[src/rtl/mem_arb_pkg.sv]
// -----------------------------------------------------------------------------
// mem_arb_pkg
// Shared constants for the IF/DM memory arbiter:
//   - FSM state encodings (IDLE, BUSY_IF, BUSY_DM, DONE)
//   - grant encodings (GRANT_IF, GRANT_DM)
//   - ABORT_DATA: all-ones word returned by a read that timed out
//     (wide enough for any DATA_W up to 64)
// -----------------------------------------------------------------------------
package mem_arb_pkg;

    typedef logic [1:0] state_t;

    localparam state_t IDLE    = 2'd0;
    localparam state_t BUSY_IF = 2'd1;
    localparam state_t BUSY_DM = 2'd2;
    localparam state_t DONE    = 2'd3;

    localparam logic GRANT_IF = 1'b0;
    localparam logic GRANT_DM = 1'b1;

    localparam logic [63:0] ABORT_DATA = '1;

endpackage

[src/rtl/mem_arbiter_if.sv]
// -----------------------------------------------------------------------------
// mem_arbiter_if
// Bundles the fetch requester, data requester and memory-port signals of the
// arbiter. Port names keep their direction suffix as seen from the arbiter.
//   slave  : arbiter view (requester/memory inputs in, acks/data/mem_* out)
//   master : environment view (pipeline stages plus memory)
//
// Handshakes:
//   if_req_i / dm_req_i are held high until the matching one-cycle ack; the
//   requester may change or drop its request at the edge that ends the ack.
//   mem_req_o is held with stable address/we/wdata until the one-cycle
//   mem_ack_i; mem_rdata_i is valid only in the mem_ack_i cycle.
// -----------------------------------------------------------------------------
interface mem_arbiter_if #(
    parameter int ADDR_W = 32,
    parameter int DATA_W = 32
);
    logic              if_req_i;
    logic [ADDR_W-1:0] if_addr_i;
    logic              if_ack_o;
    logic [DATA_W-1:0] if_rdata_o;
    logic              if_stall_o;

    logic              dm_req_i;
    logic              dm_we_i;
    logic [ADDR_W-1:0] dm_addr_i;
    logic [DATA_W-1:0] dm_wdata_i;
    logic              dm_ack_o;
    logic [DATA_W-1:0] dm_rdata_o;
    logic              dm_stall_o;

    logic              mem_req_o;
    logic              mem_we_o;
    logic [ADDR_W-1:0] mem_addr_o;
    logic [DATA_W-1:0] mem_wdata_o;
    logic [DATA_W-1:0] mem_rdata_i;
    logic              mem_ack_i;

    logic              err_o;

    modport slave (
        input  if_req_i, if_addr_i,
        output if_ack_o, if_rdata_o, if_stall_o,
        input  dm_req_i, dm_we_i, dm_addr_i, dm_wdata_i,
        output dm_ack_o, dm_rdata_o, dm_stall_o,
        output mem_req_o, mem_we_o, mem_addr_o, mem_wdata_o,
        input  mem_rdata_i, mem_ack_i,
        output err_o
    );

    modport master (
        output if_req_i, if_addr_i,
        input  if_ack_o, if_rdata_o, if_stall_o,
        output dm_req_i, dm_we_i, dm_addr_i, dm_wdata_i,
        input  dm_ack_o, dm_rdata_o, dm_stall_o,
        input  mem_req_o, mem_we_o, mem_addr_o, mem_wdata_o,
        output mem_rdata_i, mem_ack_i,
        input  err_o
    );

endinterface

[src/rtl/mem_arb_timer.sv]
// -----------------------------------------------------------------------------
// mem_arb_timer
// Busy-cycle counter for the memory transaction timeout.
//   clk_i, rst_i : clock, synchronous active-high reset
//   clear_i      : restart the count (asserted on each grant)
//   enable_i     : count this cycle (asserted in every busy cycle)
//   timeout_o    : high in the TIMEOUT_CYCLES-th consecutive busy cycle
// -----------------------------------------------------------------------------
module mem_arb_timer #(
    parameter int TIMEOUT_CYCLES = 255
) (
    input  logic clk_i,
    input  logic rst_i,
    input  logic clear_i,
    input  logic enable_i,
    output logic timeout_o
);
    localparam int CW = (TIMEOUT_CYCLES < 2) ? 1 : $clog2(TIMEOUT_CYCLES + 1);

    logic [CW-1:0] cnt_q;

    // The count equals the number of busy cycles already completed, so the
    // pulse lands in the TIMEOUT_CYCLES-th busy cycle.
    assign timeout_o = enable_i && (cnt_q == CW'(TIMEOUT_CYCLES - 1));

    always_ff @(posedge clk_i) begin
        if (rst_i || clear_i) begin
            cnt_q <= '0;
        end else if (enable_i && !timeout_o) begin
            cnt_q <= cnt_q + 1'b1;
        end
    end

endmodule

[src/rtl/mem_arbiter.sv]
// -----------------------------------------------------------------------------
// mem_arbiter
// Shares one single-port word memory between the IF-stage fetch requester and
// the MEM-stage data requester, one transaction at a time, round-robin on
// ties (data wins the first tie after reset).
//
// Ports:
//   clk_i, rst_i : clock, synchronous active-high reset
//   bus          : mem_arbiter_if.slave (requesters, memory port, err_o)
//   state_o      : current FSM state (mem_arb_pkg encoding), for debug
//
// Build option:
//   MEM_ARB_TIMEOUT_EN - when defined, a busy transaction that sees no
//   mem_ack_i for TIMEOUT_CYCLES cycles is abandoned: the requester is acked
//   (reads return all-ones) and err_o is set until reset. When undefined the
//   arbiter waits indefinitely and err_o is 0.
// -----------------------------------------------------------------------------
module mem_arbiter
    import mem_arb_pkg::*;
#(
    parameter int ADDR_W         = 32,
    parameter int DATA_W         = 32,
    parameter int TIMEOUT_CYCLES = 255
) (
    input  logic          clk_i,
    input  logic          rst_i,
    mem_arbiter_if.slave  bus,
    output state_t        state_o
);
    // Memory is word addressed; the byte offset is always dropped.
    localparam logic [ADDR_W-1:0] WORD_MASK = ~ADDR_W'(3);

    state_t            state_q;
    logic              last_grant_q;
    logic              mem_req_q;
    logic              mem_we_q;
    logic [ADDR_W-1:0] mem_addr_q;
    logic [DATA_W-1:0] mem_wdata_q;
    logic              if_ack_q;
    logic              dm_ack_q;
    logic [DATA_W-1:0] if_rdata_q;
    logic [DATA_W-1:0] dm_rdata_q;

    logic any_req;
    logic pick_dm;
    logic busy;
    logic abort;

    // Data is picked when it is the only requester, or when both request and
    // fetch was served last.
    always_comb begin
        any_req = bus.if_req_i | bus.dm_req_i;
        pick_dm = bus.dm_req_i & (~bus.if_req_i | (last_grant_q == GRANT_IF));
        busy    = (state_q == BUSY_IF) || (state_q == BUSY_DM);
    end

`ifdef MEM_ARB_TIMEOUT_EN
    logic timeout;
    logic err_q;

    mem_arb_timer #(
        .TIMEOUT_CYCLES (TIMEOUT_CYCLES)
    ) u_timer (
        .clk_i     (clk_i),
        .rst_i     (rst_i),
        .clear_i   ((state_q == IDLE) && any_req),
        .enable_i  (busy),
        .timeout_o (timeout)
    );

    // A real ack in the same cycle as the timeout wins.
    assign abort = busy && !bus.mem_ack_i && timeout;

    always_ff @(posedge clk_i) begin
        if (rst_i) begin
            err_q <= 1'b0;
        end else if (abort) begin
            err_q <= 1'b1;
        end
    end

    assign bus.err_o = err_q;
`else
    assign abort     = 1'b0;
    assign bus.err_o = 1'b0;
`endif

    always_ff @(posedge clk_i) begin
        if (rst_i) begin
            state_q      <= IDLE;
            last_grant_q <= GRANT_IF;
            mem_req_q    <= 1'b0;
            mem_we_q     <= 1'b0;
            mem_addr_q   <= '0;
            mem_wdata_q  <= '0;
            if_ack_q     <= 1'b0;
            dm_ack_q     <= 1'b0;
            if_rdata_q   <= '0;
            dm_rdata_q   <= '0;
        end else begin
            if_ack_q <= 1'b0;
            dm_ack_q <= 1'b0;
            case (state_q)
                IDLE: begin
                    if (any_req) begin
                        mem_req_q <= 1'b1;
                        if (pick_dm) begin
                            last_grant_q <= GRANT_DM;
                            mem_addr_q   <= bus.dm_addr_i & WORD_MASK;
                            mem_we_q     <= bus.dm_we_i;
                            mem_wdata_q  <= bus.dm_wdata_i;
                            state_q      <= BUSY_DM;
                        end else begin
                            last_grant_q <= GRANT_IF;
                            mem_addr_q   <= bus.if_addr_i & WORD_MASK;
                            mem_we_q     <= 1'b0;
                            state_q      <= BUSY_IF;
                        end
                    end
                end
                BUSY_IF, BUSY_DM: begin
                    // The ack is raised on entry to DONE so that it is high
                    // for exactly the DONE cycle, alongside the new rdata.
                    if (bus.mem_ack_i || abort) begin
                        mem_req_q <= 1'b0;
                        mem_we_q  <= 1'b0;
                        state_q   <= DONE;
                        if (state_q == BUSY_IF) begin
                            if_ack_q   <= 1'b1;
                            if_rdata_q <= bus.mem_ack_i ? bus.mem_rdata_i
                                                        : ABORT_DATA[DATA_W-1:0];
                        end else begin
                            dm_ack_q <= 1'b1;
                            if (!mem_we_q) begin
                                dm_rdata_q <= bus.mem_ack_i ? bus.mem_rdata_i
                                                            : ABORT_DATA[DATA_W-1:0];
                            end
                        end
                    end
                end
                // One dead cycle lets the requester retire its request
                // before arbitration looks at it again.
                DONE:    state_q <= IDLE;
                default: state_q <= IDLE;
            endcase
        end
    end

    assign bus.mem_req_o   = mem_req_q;
    assign bus.mem_we_o    = mem_we_q;
    assign bus.mem_addr_o  = mem_addr_q;
    assign bus.mem_wdata_o = mem_wdata_q;
    assign bus.if_ack_o    = if_ack_q;
    assign bus.dm_ack_o    = dm_ack_q;
    assign bus.if_rdata_o  = if_rdata_q;
    assign bus.dm_rdata_o  = dm_rdata_q;
    assign bus.if_stall_o  = bus.if_req_i & ~if_ack_q;
    assign bus.dm_stall_o  = bus.dm_req_i & ~dm_ack_q;
    assign state_o         = state_q;

endmodule

[src/flat_wrapper.sv]
// flat-port wrapper written by rule: the top's interface ports become plain ports
module mem_arbiter_flat import mem_arb_pkg::*;
#(
    parameter int ADDR_W         = 32,
    parameter int DATA_W         = 32,
    parameter int TIMEOUT_CYCLES = 255
)
  (clk_i, rst_i, state_o, bus_if_req_i, bus_if_addr_i, bus_if_ack_o, bus_if_rdata_o, bus_if_stall_o, bus_dm_req_i, bus_dm_we_i, bus_dm_addr_i, bus_dm_wdata_i, bus_dm_ack_o, bus_dm_rdata_o, bus_dm_stall_o, bus_mem_req_o, bus_mem_we_o, bus_mem_addr_o, bus_mem_wdata_o, bus_mem_rdata_i, bus_mem_ack_i, bus_err_o);
  mem_arbiter_if #(.ADDR_W(ADDR_W), .DATA_W(DATA_W)) bus_i ();
  input  logic clk_i;
  input  logic rst_i;
  output state_t state_o;
  input wire logic [$bits(bus_i.if_req_i)-1:0] bus_if_req_i;
  input wire logic [$bits(bus_i.if_addr_i)-1:0] bus_if_addr_i;
  output wire logic [$bits(bus_i.if_ack_o)-1:0] bus_if_ack_o;
  output wire logic [$bits(bus_i.if_rdata_o)-1:0] bus_if_rdata_o;
  output wire logic [$bits(bus_i.if_stall_o)-1:0] bus_if_stall_o;
  input wire logic [$bits(bus_i.dm_req_i)-1:0] bus_dm_req_i;
  input wire logic [$bits(bus_i.dm_we_i)-1:0] bus_dm_we_i;
  input wire logic [$bits(bus_i.dm_addr_i)-1:0] bus_dm_addr_i;
  input wire logic [$bits(bus_i.dm_wdata_i)-1:0] bus_dm_wdata_i;
  output wire logic [$bits(bus_i.dm_ack_o)-1:0] bus_dm_ack_o;
  output wire logic [$bits(bus_i.dm_rdata_o)-1:0] bus_dm_rdata_o;
  output wire logic [$bits(bus_i.dm_stall_o)-1:0] bus_dm_stall_o;
  output wire logic [$bits(bus_i.mem_req_o)-1:0] bus_mem_req_o;
  output wire logic [$bits(bus_i.mem_we_o)-1:0] bus_mem_we_o;
  output wire logic [$bits(bus_i.mem_addr_o)-1:0] bus_mem_addr_o;
  output wire logic [$bits(bus_i.mem_wdata_o)-1:0] bus_mem_wdata_o;
  input wire logic [$bits(bus_i.mem_rdata_i)-1:0] bus_mem_rdata_i;
  input wire logic [$bits(bus_i.mem_ack_i)-1:0] bus_mem_ack_i;
  output wire logic [$bits(bus_i.err_o)-1:0] bus_err_o;
  assign bus_i.if_req_i = bus_if_req_i;
  assign bus_i.if_addr_i = bus_if_addr_i;
  assign bus_if_ack_o = bus_i.if_ack_o;
  assign bus_if_rdata_o = bus_i.if_rdata_o;
  assign bus_if_stall_o = bus_i.if_stall_o;
  assign bus_i.dm_req_i = bus_dm_req_i;
  assign bus_i.dm_we_i = bus_dm_we_i;
  assign bus_i.dm_addr_i = bus_dm_addr_i;
  assign bus_i.dm_wdata_i = bus_dm_wdata_i;
  assign bus_dm_ack_o = bus_i.dm_ack_o;
  assign bus_dm_rdata_o = bus_i.dm_rdata_o;
  assign bus_dm_stall_o = bus_i.dm_stall_o;
  assign bus_mem_req_o = bus_i.mem_req_o;
  assign bus_mem_we_o = bus_i.mem_we_o;
  assign bus_mem_addr_o = bus_i.mem_addr_o;
  assign bus_mem_wdata_o = bus_i.mem_wdata_o;
  assign bus_i.mem_rdata_i = bus_mem_rdata_i;
  assign bus_i.mem_ack_i = bus_mem_ack_i;
  assign bus_err_o = bus_i.err_o;
  mem_arbiter #(.ADDR_W(ADDR_W), .DATA_W(DATA_W), .TIMEOUT_CYCLES(TIMEOUT_CYCLES)) u_core (.clk_i(clk_i), .rst_i(rst_i), .bus(bus_i), .state_o(state_o));
endmodule
[config.mk]
export PLATFORM = sky130hd
export DESIGN_NAME = mem_arbiter_flat
export DESIGN_NICKNAME = d
export VERILOG_FILES = /design/src/rtl/mem_arb_pkg.sv /design/src/rtl/mem_arbiter_if.sv /design/src/rtl/mem_arb_timer.sv /design/src/rtl/mem_arbiter.sv /design/src/flat_wrapper.sv
export SDC_FILE = /design/constraint.sdc
export NUM_CORES = 1
export LEC_CHECK = 0
export CAP_MARGIN = 20
export CELL_PAD_IN_SITES_DETAIL_PLACEMENT = 0
export CELL_PAD_IN_SITES_GLOBAL_PLACEMENT = 1
export CORE_MARGIN = 5
export CORE_UTILIZATION = 27
export DETAILED_ROUTE_END_ITERATION = 6
export GPL_ROUTABILITY_DRIVEN = 0
export HOLD_SLACK_MARGIN = 0.06
export PLACE_DENSITY_LB_ADDON = 0.05
export REMOVE_ABC_BUFFERS = 1
export SETUP_SLACK_MARGIN = 0.02
export SYNTH_ARGS = -nofsm -noshare
export SYNTH_HDL_FRONTEND = slang
export SYNTH_SLANG_ARGS = --single-unit
export TNS_END_PERCENT = 20
[constraint.sdc]
create_clock -name clk_i -period 1.75 [get_ports clk_i]
set_input_delay 0.35 -clock clk_i [delete_from_list [all_inputs] [get_ports clk_i]]
set_output_delay 0.35 -clock clk_i [all_outputs]
set_load 0.03 [all_outputs]
## After elaboration in Yosys (flattened, before gate mapping)

Index checks and enable logic that the tools add are counted.

| word-level totals | value |
|---|---|
| register bits after elaboration | 135 |
| latch bits | 0 |
| memory bits (writable) | 0 |
| ROM bits | 0 |
| input port bits | 134 |
| output and inout bits | 137 |
| logic and storage cells | 52 |
| memories kept | 0 |

| cells by class | value |
|---|---|
| $add $sub $neg | 0 |
| multiply operators | 0 |
| divide/modulo/power cells | 0 |
| magnitude comparators | 0 |
| equal/unequal tests | 5 |
| shift-type cells | 0 |
| muxes and demuxes | 14 |
| bitwise gates (word level) | 13 |
| reductions and logical operators | 10 |

Operators by type and width:

| cell | number |
|---|---|
| $mux W32 | 1 |
| $reduce_and A3 Y1 | 3 |
| $not A1 Y1 | 8 |
| $mux W1 | 7 |
| $mux W2 | 3 |
| $pmux W2 S3 | 1 |
| $eq A2 B2 Y1 const B | 2 |
| $pmux W1 S2 | 2 |
| $reduce_and A2 Y1 | 2 |
| $reduce_and A4 Y1 | 1 |
| $and A1 B1 Y1 | 3 |
| $reduce_or A3 Y1 | 1 |
| $eq A2 B1 Y1 const B | 1 |
| $logic_not A2 Y1 | 1 |
| $ne A2 B1 Y1 const B | 1 |
| $ne A2 B2 Y1 const B | 1 |
| $or A1 B1 Y1 | 2 |
| $reduce_bool A2 Y1 | 1 |
| $reduce_or A2 Y1 | 1 |

## Longest topological paths before layout

Gate-level depths: netlist (run 1).

| logic depth | value |
|---|---|
| depth in word-level cells | 6 |
| depth in mapped cells | 8 |
| gate-level depth less buffers | 5 |

## Worst setup path after synthesis (run 1)

No wires, ideal clock.

| timing path | value |
|---|---|
| kind | reg-to-reg |
| start point | register u_core.state_q[1] (netlist: u_core.state_o[1]) |
| end point | register u_core.state_q[0] (netlist: u_core.state_o[0]) |
| setup time | 0.070 ns |
| arrival time | 1.766 ns |
| required time | 1.680 ns |
| setup slack | -0.086 ns |
| stages on the path, launching flop included | 7 |
| path buffers | 1 |
| period minus slack after synthesis | 1.836 ns |
| cell sequence | dfxtp_1 > inv_1 > ha_1 > buf_2 > nor2b_1 > a2111o_1 > a21oi_1 |

| between the ends | value |
|---|---|
| cells in the longest elaborated chain, start to end | 4 |
| elaborated cells on any way between the ends | 9 |
| those cells by class | eq/ne (5); mux (1); reduce/logical (3) |

RTL lines:

| element | RTL line | text |
|---|---|---|
| from (decl) | mem_arbiter.sv:33 | `state_t state_q;` |
| from (signal assigned) | mem_arbiter.sv:90 | `state_q <= IDLE;` |
| from (signal assigned) | mem_arbiter.sv:112 | `state_q <= BUSY_DM;` |
| from (signal assigned) | mem_arbiter.sv:117 | `state_q <= BUSY_IF;` |
| $eq A2 B1 Y1 / $eq A2 B2 Y1 (equally long branches) | n/a |  |
| $reduce_or A2 Y1 | mem_arbiter.sv:103 | `case (state_q)` |
| $ne A2 B2 Y1 (no line) | n/a |  |
| $reduce_and A2 Y1 (no line) | n/a |  |

Several ways; a longest one is shown, not always the timed one.
A chain may end at the register's enable or synchronous reset.

## Worst setup path after layout (run 1)

Same ends and word-level chain as after synthesis.

==> results.sh, run 1 <==
export IMPL_hp_start="rst_i"
export IMPL_reg2regPathDepth=5
export IMPL_synth_seq_cells=133
export IMPL_setup_viol=0
export IMPL_maxCapViolCount=0
export IMPL_min_to="u_core.bus.if_rdata_o[15]"
export IMPL_area_delta_synth_final_pct=68.48
export IMPL_synthTopCellsByCount="nand2_1, a21oi_1, dfxtp_1"
export IMPL_critical_path_peak_fanout=7
export IMPL_path_class="reg2reg"
export IMPL_htreeDepth=4
export IMPL_cts_sinks=133
export IMPL_synth_area_leader_cell="dfxtp_1"
export IMPL_max_freq_ghz=0.6143
export IMPL_rr_endpoint="u_core.state_o[0]"
export IMPL_cts_setup_buffers=0
export IMPL_final_util=0.4605
export IMPL_setup_worst_path_start_class="flop"
export IMPL_cts_tree="yes"
export IMPL_clock_latency_ps=410
export IMPL_synth_top_cells_by_area="dfxtp_1, a21oi_1, nand2_1"
export IMPL_setup_tns_ps=0
export IMPL_tightest_slew_ps=577.9
export IMPL_grt_max_degree=55
export IMPL_start_util=0.2734
export IMPL_critPathArrivalTime_ps=1960
export IMPL_synth_edf_count=0
export IMPL_antenna_left=0
export IMPL_ios=271
export IMPL_die_area_sq_um=21720
export IMPL_cts_root_buf="clkbuf_16"
export IMPL_clk_pin_slew_worst_paths_ps=60
export IMPL_ir_drop_mv=0.7734
export IMPL_netlist_area_sq_um=5096
export IMPL_power_density_nw_per_um2=1575
export IMPL_die_y_microns=147.4
export IMPL_yosysMostFrequentCell="nand2_1"
export IMPL_drv_slew=0
export IMPL_period_minus_slack_ps=1628
export IMPL_synthArstFlopShare=0
export IMPL_grt_antenna_before_repair=1
export IMPL_end_kind="flop"
export IMPL_dp_hpwl_microns=13150
export IMPL_reg2reg_slack_ps=120
export IMPL_relSlewSlack=0.6147
export IMPL_routedWlPerCell_microns=16.72
export IMPL_synth_seq_area_share=0.5225
export IMPL_vias=5331
export IMPL_fin_worst_skew_ps=8.587
export IMPL_routed_wl_microns=19110
export IMPL_worst_hold_path_num_cells=2
export IMPL_ys_dominant_reg_cell="dfxtp_1"
export IMPL_cts_buffers=17
export IMPL_row_count=50
export IMPL_yosys_warnings=0
export IMPL_grt_pass1_vias=5411
export IMPL_drc=0
export IMPL_post_route_period_util=0.9302
export IMPL_coreArea_sq_um=18640
export IMPL_hp_class="in2reg"
export IMPL_clock_tree_buffer_depth=2
export IMPL_fin_nets=1032
export IMPL_track_usage=0.1683
export IMPL_io_buffers=263
export IMPL_postSynthAreaPerCell_sq_um=7.938
export IMPL_dp_cells=1108
export IMPL_ys_types=30
export IMPL_drtIter0Drc=229
export IMPL_cts_hold_buf=0
export IMPL_finalNonFillerCells=1143
export IMPL_rsz0062_at_grt="yes"
export IMPL_vias_per_cell=4.664
export IMPL_yosys_area_top_type_share=0.5225
export IMPL_syn_instance_count=642
export IMPL_grt_overflow_total=0
export IMPL_drive_gt1_frac=0.08040
export IMPL_firstDrtPassIters=4
export IMPL_hold_viol=0
export IMPL_status="completed"
export IMPL_worstPathRequired_ps=2090
export IMPL_grt_first_pass_wirelength_microns=29420
export IMPL_die_w_microns=147.4
export IMPL_power_leakage_uw=0.003717
export IMPL_reg2reg_from="u_core.state_o[1]"
power breakdown:
group | switching, uW | internal (uW)
Combinational | 3730 | 2090
Sequential | 292 | 3690
Clock | 1360 | 2360
state kept, by name, summed over array words and instances (netlist names):
name	count
u_core.bus.dm_rdata_o	32
u_core.last_grant_q	1
u_core.bus.if_ack_o	1
u_core.bus.if_rdata_o	32
u_core.bus.mem_req_o	1
u_core.bus.dm_ack_o	1
u_core.bus.mem_we_o	1
u_core.bus.mem_wdata_o	32
u_core.state_o	2
u_core.bus.mem_addr_o	30
how the worst max path moves through the flow:
stage	from	endpoint	slack [ps]	cells after the start
6_report	u_core.state_o[1]	u_core.state_o[0]	120	5
5_1_grt	u_core.state_o[1]	u_core.bus.dm_rdata_o[1]	20	6
4_1_cts	bus_if_req_i	bus_if_stall_o	20	3
3_5_place_dp	bus_dm_req_i	u_core.bus.mem_addr_o[28]	-130	5
3_3_place_gp	bus_dm_req_i	u_core.bus.mem_addr_o[24]	-90	5
2_1_floorplan	u_core.state_o[1]	u_core.bus.mem_addr_o[10]	-750	5
worst max-delay path, cell delays in order (launching register included):
cell and delay (ps):
dfxtp_1 320, inv_1 150, ha_2 340, nor2b_2 220, a2111o_1 390, a21oi_1 140
kinds of logic after synthesis:
logic type | count (synthesis) | share of synthesized area
compound gates | 231 | 0.2374
mux | 1 | 0.001964
simple gates | 209 | 0.1694
fa+ha+maj | 3 | 0.007366
other cells | 1 | 0.0007359
flops | 133 | 0.5225
buf+inv | 64 | 0.06064
area by class of cell:
type | instances | area, sq um
diodes | 1 | 2.502
clock buffers | 21 | 470.5
clock inverters | 11 | 148.9
fillers | 1853 | 10060
inverters | 4 | 15.01
multi-input cells | 447 | 2153
flip-flops and latches | 133 | 2663
well taps | 234 | 292.8
repair buffers | 292 | 2840
metrics by stage:
stage	power, uW	hold slack [ps]	area (sq um)	setup slack (ps)
global placement	10170	440.9	8066	-87.35
detailed placement	10240	446.4	8066	-129.5
global route	14310	272.6	8586	20.64
finish	13520	268.0	8586	122.1
floorplan	7263	419.1	4810	-752.1
CTS	13580	259.6	8523	24.28
layer usage:
metal | GRT usage | part of all wire | up-vias
li1 | - | - | 2676
met1 | 0.1950 | 0.42 | 2482
met2 | 0.2977 | 0.50 | 157
met3 | 0.05579 | 0.067 | 16
met4 | 0.04660 | 0.014 | 0
met5 | 0 | 0 | -
layout by cell type, fill, tap and decap left out, types with 3 or more instances in the layout:
master,n
o21ai_0,33
nand2_1,161
clkdlybuf4s50_1,127
clkbuf_8,3
inv_1,4
clkinvlp_4,6
dlygate4sd2_1,132
buf_4,20
bufinv_16,3
nand3_1,34
clkbuf_16,19
o21ai_1,30
buf_12,10
a21oi_1,157
nor2_1,6
dfxtp_1,133
conb_1,3
timing repair:
action,in CTS,in global routing
setup endpoints to repair,133,31
hold endpoints to repair,0,0
resized for setup,133,5
cloned,0,2
(Power assumes the default switching activity.)
==> run 2: changes to the inputs <==
- GPL_TIMING_DRIVEN: default -> 0
==> run 2 against run 1 <==
Effect of this change: critical path depth increased by 1; worst hold slack better by 160 ps; combinational power is 2% higher; non-clock buffer count fell by 12; final cell count shrank 0.79%; worst setup slack got worse by 18 ps.
==> results.sh, run 2 (synthesis gave the netlist of run 1 again) <==
export IMPL_reg2reg_from="u_core.state_o[1]"
export IMPL_antenna_left=0
export IMPL_cp_slowest_cell="dfxtp_1"
export IMPL_min_to="u_core.bus.if_ack_o"
export IMPL_drc=0
export IMPL_crit_buf_inv=2
export IMPL_io_buffers=263
export IMPL_setup_viol=0
export IMPL_grt_first_pass_wirelength_microns=30390
export IMPL_cts_sinks=133
export IMPL_reg2reg_slack_ps=100
export IMPL_critPathArrivalTime_ps=1940
export IMPL_row_count=50
export IMPL_max_stage_delay_ps=350
export IMPL_dp_hpwl_microns=13500
export IMPL_tightest_slew_ps=928.9
export IMPL_track_usage=0.1789
export IMPL_wl_met1_microns=8407
export IMPL_relSlewSlack=0.3784
export IMPL_end_kind="flop"
export IMPL_max_freq_ghz=0.6077
export IMPL_firstDrtPassIters=6
export IMPL_cts_buffers=17
export IMPL_cts_root_buf="clkbuf_16"
export IMPL_hp_start="rst_i"
export IMPL_drv_slew=0
export IMPL_final_util=0.4615
export IMPL_die_area_sq_um=21720
export IMPL_cpLargestDelayFamily="compound AO/OA/AOI/OAI gates"
export IMPL_setup_worst_path_start_class="flop"
export IMPL_power_density_nw_per_um2=1612
export IMPL_maxCapViolCount=0
export IMPL_vias=5404
export IMPL_hold_viol=0
export IMPL_rsz0062_at_grt="yes"
export IMPL_cts_hold_buf=0
export IMPL_die_y_microns=147.4
export IMPL_status="completed"
export IMPL_start_util=0.2734
export IMPL_coreArea_sq_um=18640
export IMPL_grt_antenna_before_repair=3
export IMPL_finalNonFillerCells=1134
export IMPL_fin_worst_skew_ps=9.117
export IMPL_routedWlPerCell_microns=17.76
export IMPL_post_route_period_util=0.9403
export IMPL_fin_nets=1022
export IMPL_reg2regPathDepth=6
export IMPL_fillers=1875
export IMPL_route_met2_wl_microns=10110
export IMPL_worstPathRequired_ps=2040
export IMPL_top_layer="met4"
export IMPL_final_cell_mix="nand2_1, a21oi_1, dlygate4sd2_1"
export IMPL_dp_cells=1088
export IMPL_drtIter0Drc=238
export IMPL_htreeDepth=4
export IMPL_power_leakage_uw=0.003683
export IMPL_clock_latency_ps=410
export IMPL_critical_path_peak_fanout=21
export IMPL_grt_overflow_total=0
export IMPL_drive_gt1_frac=0.07915
export IMPL_cts_tree="yes"
export IMPL_ir_drop_mv=0.8125
export IMPL_rr_endpoint="u_core.bus.mem_we_o"
export IMPL_vias_per_cell=4.765
export IMPL_routed_wl_microns=20140
export IMPL_met3WireLength_microns=1272
export IMPL_area_delta_synth_final_pct=68.84
export IMPL_clk_pin_slew_worst_paths_ps=60
export IMPL_clock_tree_buffer_depth=2
export IMPL_period_minus_slack_ps=1646
export IMPL_hp_class="in2reg"
export IMPL_worst_hold_path_num_cells=2
export IMPL_ios=271
export IMPL_die_w_microns=147.4
export IMPL_path_cells="inv_2 -> ha_4 -> nor3b_4 -> buf_4 -> o311ai_1 -> o41ai_2"
export IMPL_mostFrequentLayoutCell="nand2_1"
export IMPL_grt_pass1_vias=5300
export IMPL_path_class="reg2reg"
export IMPL_grt_max_degree=60
==> run 2: metrics by stage <==
| stage | TNS, ps | total power (uW) | hold WS [ps] | setup slack (ps) | cell area [sq um] |
|---|---|---|---|---|---|
| global placement | -367330 | 9737 | 441.3 | -4480 | 7735 |
| finish | 0 | 13870 | 429.6 | 104.4 | 8605 |
| CTS | -130.8 | 13900 | 417.5 | -130.8 | 8531 |
| floorplan | -68740 | 7263 | 419.1 | -752.1 | 4810 |
| global route | -55.38 | 14650 | 454.2 | -18.16 | 8605 |
| detailed placement | -82180 | 10050 | 448.2 | -929.8 | 7934 |
==> run 2: per-layer routing <==
layer / vias up / track usage
met5: - / 0
met1: 2533 / 0.2156
met2: 190 / 0.3007
li1: 2660 / -
met4: 0 / 0.06803
met3: 21 / 0.05487
==> run 2: how the worst max path moves through the flow <==
stage / end / cells after the start / start
after global routing: u_core.bus.mem_addr_o[18] / 5 / u_core.state_o[0]
after floorplan: u_core.bus.mem_addr_o[10] / 5 / u_core.state_o[1]
after CTS: bus_if_stall_o / 2 / u_core.bus.if_ack_o
final: u_core.bus.mem_we_o / 6 / u_core.state_o[1]
after detailed placement: u_core.bus.mem_addr_o[14] / 5 / u_core.state_o[1]
after global placement: u_core.bus.mem_we_o / 4 / rst_i
==> run 2: timing repair <==
item	in CTS	in global routing
gates resized for setup	152	8
setup endpoints to repair	266	67
gates cloned	2	0
pin swaps	1	0
setup buffers	5	5
==> run 2: final cells by class <==
type / instances / area (sq um) / area share
antenna: 3 / 7.507 / 0.0008725
clock buffer: 18 / 439.2 / 0.05104
clock inverter: 13 / 206.4 / 0.02399
inverter: 4 / 22.52 / 0.002617
multi-input combinational: 447 / 2215 / 0.2574
sequential: 133 / 2666 / 0.3099
tap: 234 / 292.8 / 0.03403
timing repair buffer: 280 / 2740 / 0.3185
timing repair inverter: 2 / 15.01 / 0.001745
==> run 2: where the power goes <==
part / internal (uW) / switching [uW] / leakage (uW) / total, uW
Sequential: 3700 / 300 / 0.00109 / 4000
Clock: 2560 / 1370 / 0.000312 / 3920
Combinational: 2090 / 3860 / 0.00228 / 5950
==> edit: new RTL, flow settings as in run 2 <==
`DATA_W` is set to 32 in 3 places; all go to 16.
--- a/src/rtl/mem_arbiter_if.sv
+++ b/src/rtl/mem_arbiter_if.sv
@@ -14,5 +14,5 @@
 interface mem_arbiter_if #(
     parameter int ADDR_W = 32,
-    parameter int DATA_W = 32
+    parameter int DATA_W = 16
 );
     logic              if_req_i;
--- a/src/rtl/mem_arbiter.sv
+++ b/src/rtl/mem_arbiter.sv
@@ -20,5 +20,5 @@
 #(
     parameter int ADDR_W         = 32,
-    parameter int DATA_W         = 32,
+    parameter int DATA_W         = 16,
     parameter int TIMEOUT_CYCLES = 255
 ) (
--- a/src/flat_wrapper.sv
+++ b/src/flat_wrapper.sv
@@ -3,5 +3,5 @@
 #(
     parameter int ADDR_W         = 32,
-    parameter int DATA_W         = 32,
+    parameter int DATA_W         = 16,
     parameter int TIMEOUT_CYCLES = 255
 )
Ports: changed (5 resized); port bits go from 271 to 191. The function was not compared with the original's and may differ.
==> edit against run 2 <==
Final area shrank 33%; combinational power is 30% lower; global-route usage shrank 0.93 points; critical endpoint is now bus_dm_stall_o; largest power group unchanged; power is 37% lower; non-clock buffer count fell by 91; sequential cell count fell by 48; worst setup slack worse by 95 ps; wire length is 39% lower; area after synthesis decreased by 34%.
==> edit: results (changes against run 2) <==
stage;metric;value;unit;change
placement;Post-Place Cells;745;;was 1088
worst_setup_path;CP arrival;1390;ps;was 1940 ps
placement;dpl ws;-869;ps;was -930 ps
placement;Placed Instance Area;0.00529;mm²;was 0.00793 mm²
cts;Clk pin slew, worst setup/hold paths;60;ps;about the same
layout;diode count;0;;was 3
worst_setup_path;slowest stage cell on the critical path;dlygate4sd2_1;;was dfxtp_1
worst_setup_path;Crit Path Max Fanout;7;;was 21
logic_synthesis;synth top area cells;dfxtp_1 50%, a21oi_1 16%, nand2_1 11%;;was dfxtp_1 52%, a21oi_1 15%, nand2_1 12%
cts;TritonCTS Buffers;9;;was 17
routing;Vias/cell;4.58;;was 4.77
layout;layout cell share with drive strength beyond 1;6.19;%;was 7.92%
worst_setup_path;delay-heaviest family, CP;buffers and inverters;;was compound AO/OA/AOI/OAI gates
layout;fillers;1247;;was 1875
routing;Post-Route WL;12.3;mm;was 20.1 mm
placement;I/O Buffers;183;;was 263
status;status;complete, no violations;;unchanged
logic_synthesis;Seq/Total Area, Yosys;50.5;%;was 52.2%
timing;Fin Clk Skew;4.00;ps;was 9.12 ps
logic_synthesis;post-synthesis cell type count;29;;was 30
timing;Slew HR;37.3;%;was 37.8%
cts;H-tree depth;3;;was 4
logic_synthesis;synth warn;0;;unchanged
power;Internal Pwr Total;0.00518;W;was 0.00834 W
power;VDD IR-drop max;677;µV;was 813 µV
global_route;gr usage total;17.0;%;was 17.9%
layout;Largest register FFs;30;;
cts;Post-CTS Hold Fix Bufs;0;;unchanged
placement;Post-DP HPWL;8.18;mm;was 13.5 mm
power;leakage;2.85;nW;was 3.68 nW
layout;Total Nets Final;698;;was 1022
cts;Clock Latency Late Sink;350;ps;was 410 ps
worst_setup_path;delay of the slowest critical-path stage;430;ps;was 350 ps
logic_synthesis;top post-synthesis cells by count;109 x a21oi_1, 97 x nand2_1, 85 x dfxtp_1, 48 x o21ai_0, 18 x nand3_1;;was 161 x nand2_1, 157 x a21oi_1, 133 x dfxtp_1, 34 x nand3_1, 33 x o21ai_0
global_route;initial antenna violation count;0;;was 3
global_route;first-pass GRT wire length;19.5;mm;was 30.4 mm
routing;DRT Pass-1 Iters;4;;was 6
global_route;largest net degree at the start of global routing;47;;was 60
routing;DR iter-0 viols;247;;was 238
routing;via count;3506;;was 5404
logic_synthesis;Synth async-reset ratio;0;%;unchanged
logic_synthesis;Synth Area per Inst;7.86;µm²;was 7.94 µm²
-- edit: changes by cell type after synthesis, moves of 7 or more --
cell	run 2	this run
nand3_1	34	18
a21oi_1	157	109
o21ai_1	31	0
dfxtp_1	133	85
o21ai_0	33	48
nand2_1	161	97
buf_4	13	6
clkbuf_1	28	17
-- edit: final cells by class --
type | instances | area (µm²) | share of cell area [%]
well taps | 168 | 210 | 3.64
clock inverters | 3 | 42.5 | 0.737
clock buffers | 13 | 270 | 4.68
flip-flops and latches | 85 | 1700 | 29.5
repair buffers | 189 | 1960 | 33.9
multi-input cells | 304 | 1580 | 27.3
inverters | 4 | 15.0 | 0.260
-- edit: power groups by stage --
| stage | registers (W) | logic (W) | clock network [W] |
|---|---|---|---|
| floorplan | 0.00359 | 0.00144 | 0 |
| global placement | 0.00266 | 0.00403 | 0 |
| detailed placement | 0.00268 | 0.00415 | 0 |
| CTS | 0.00264 | 0.00414 | 0.00207 |
| global route | 0.00270 | 0.00454 | 0.00215 |
| finish | 0.00264 | 0.00414 | 0.00201 |
-- edit: repair_timing --
| item | 4_1_cts | 5_1_grt |
|---|---|---|
| buffers inserted | 0 | 4 |
| setup endpoints to repair | 120 | 96 |
| cloned | 1 | 0 |
| gates resized for setup | 49 | 48 |
-- edit: worst register-to-register path, stage by stage, from the launching register on --
cell and delay [ps]:
dfxtp_1 400, inv_2 80, ha_4 250, nor3b_4 200, buf_4 160, a2111o_1 330
a21oi_1 130
-- edit: kinds of logic (layout without fill, tap and decap cells) --
family                     after synthesis  count (layout)  share of synthesized area [%]
buffers and inverters                   43             209                           6.05
and+or+nand+nor                        129             129                           16.0
other                                    1               3                          0.111
DFF                                     85              85                           50.5
muxes                                    1               1                          0.297
adders and majority gates                3               3                           1.11
AOI/OAI and AO/OA                      167             168                           26.0
-- edit: final timing paths --
| path | start | end | slack [ps] | depth (start not counted) |
|---|---|---|---|---|
| max | bus_dm_req_i | bus_dm_stall_o | 9 | 3 |
| max reg2reg | u_core.state_o[0]$_SDFFE_PP0P_ | u_core.state_o[0]$_SDFFE_PP0P_ | 130 | 6 |
| min reg2reg | u_core.bus.dm_rdata_o[0]$_SDFFE_PP0P_ | u_core.bus.dm_rdata_o[0]$_SDFFE_PP0P_ | 450 | 2 |
| min | rst_i | u_core.bus.if_rdata_o[9]$_SDFFE_PP0P_ | 360 | 2 |
-- edit: per-layer routing --
layer	global-route usage, %	routed length [µm]
met5	0	0
met4	4.97	170
met3	7.34	990
met2	27.6	5900
met1	20.4	5240
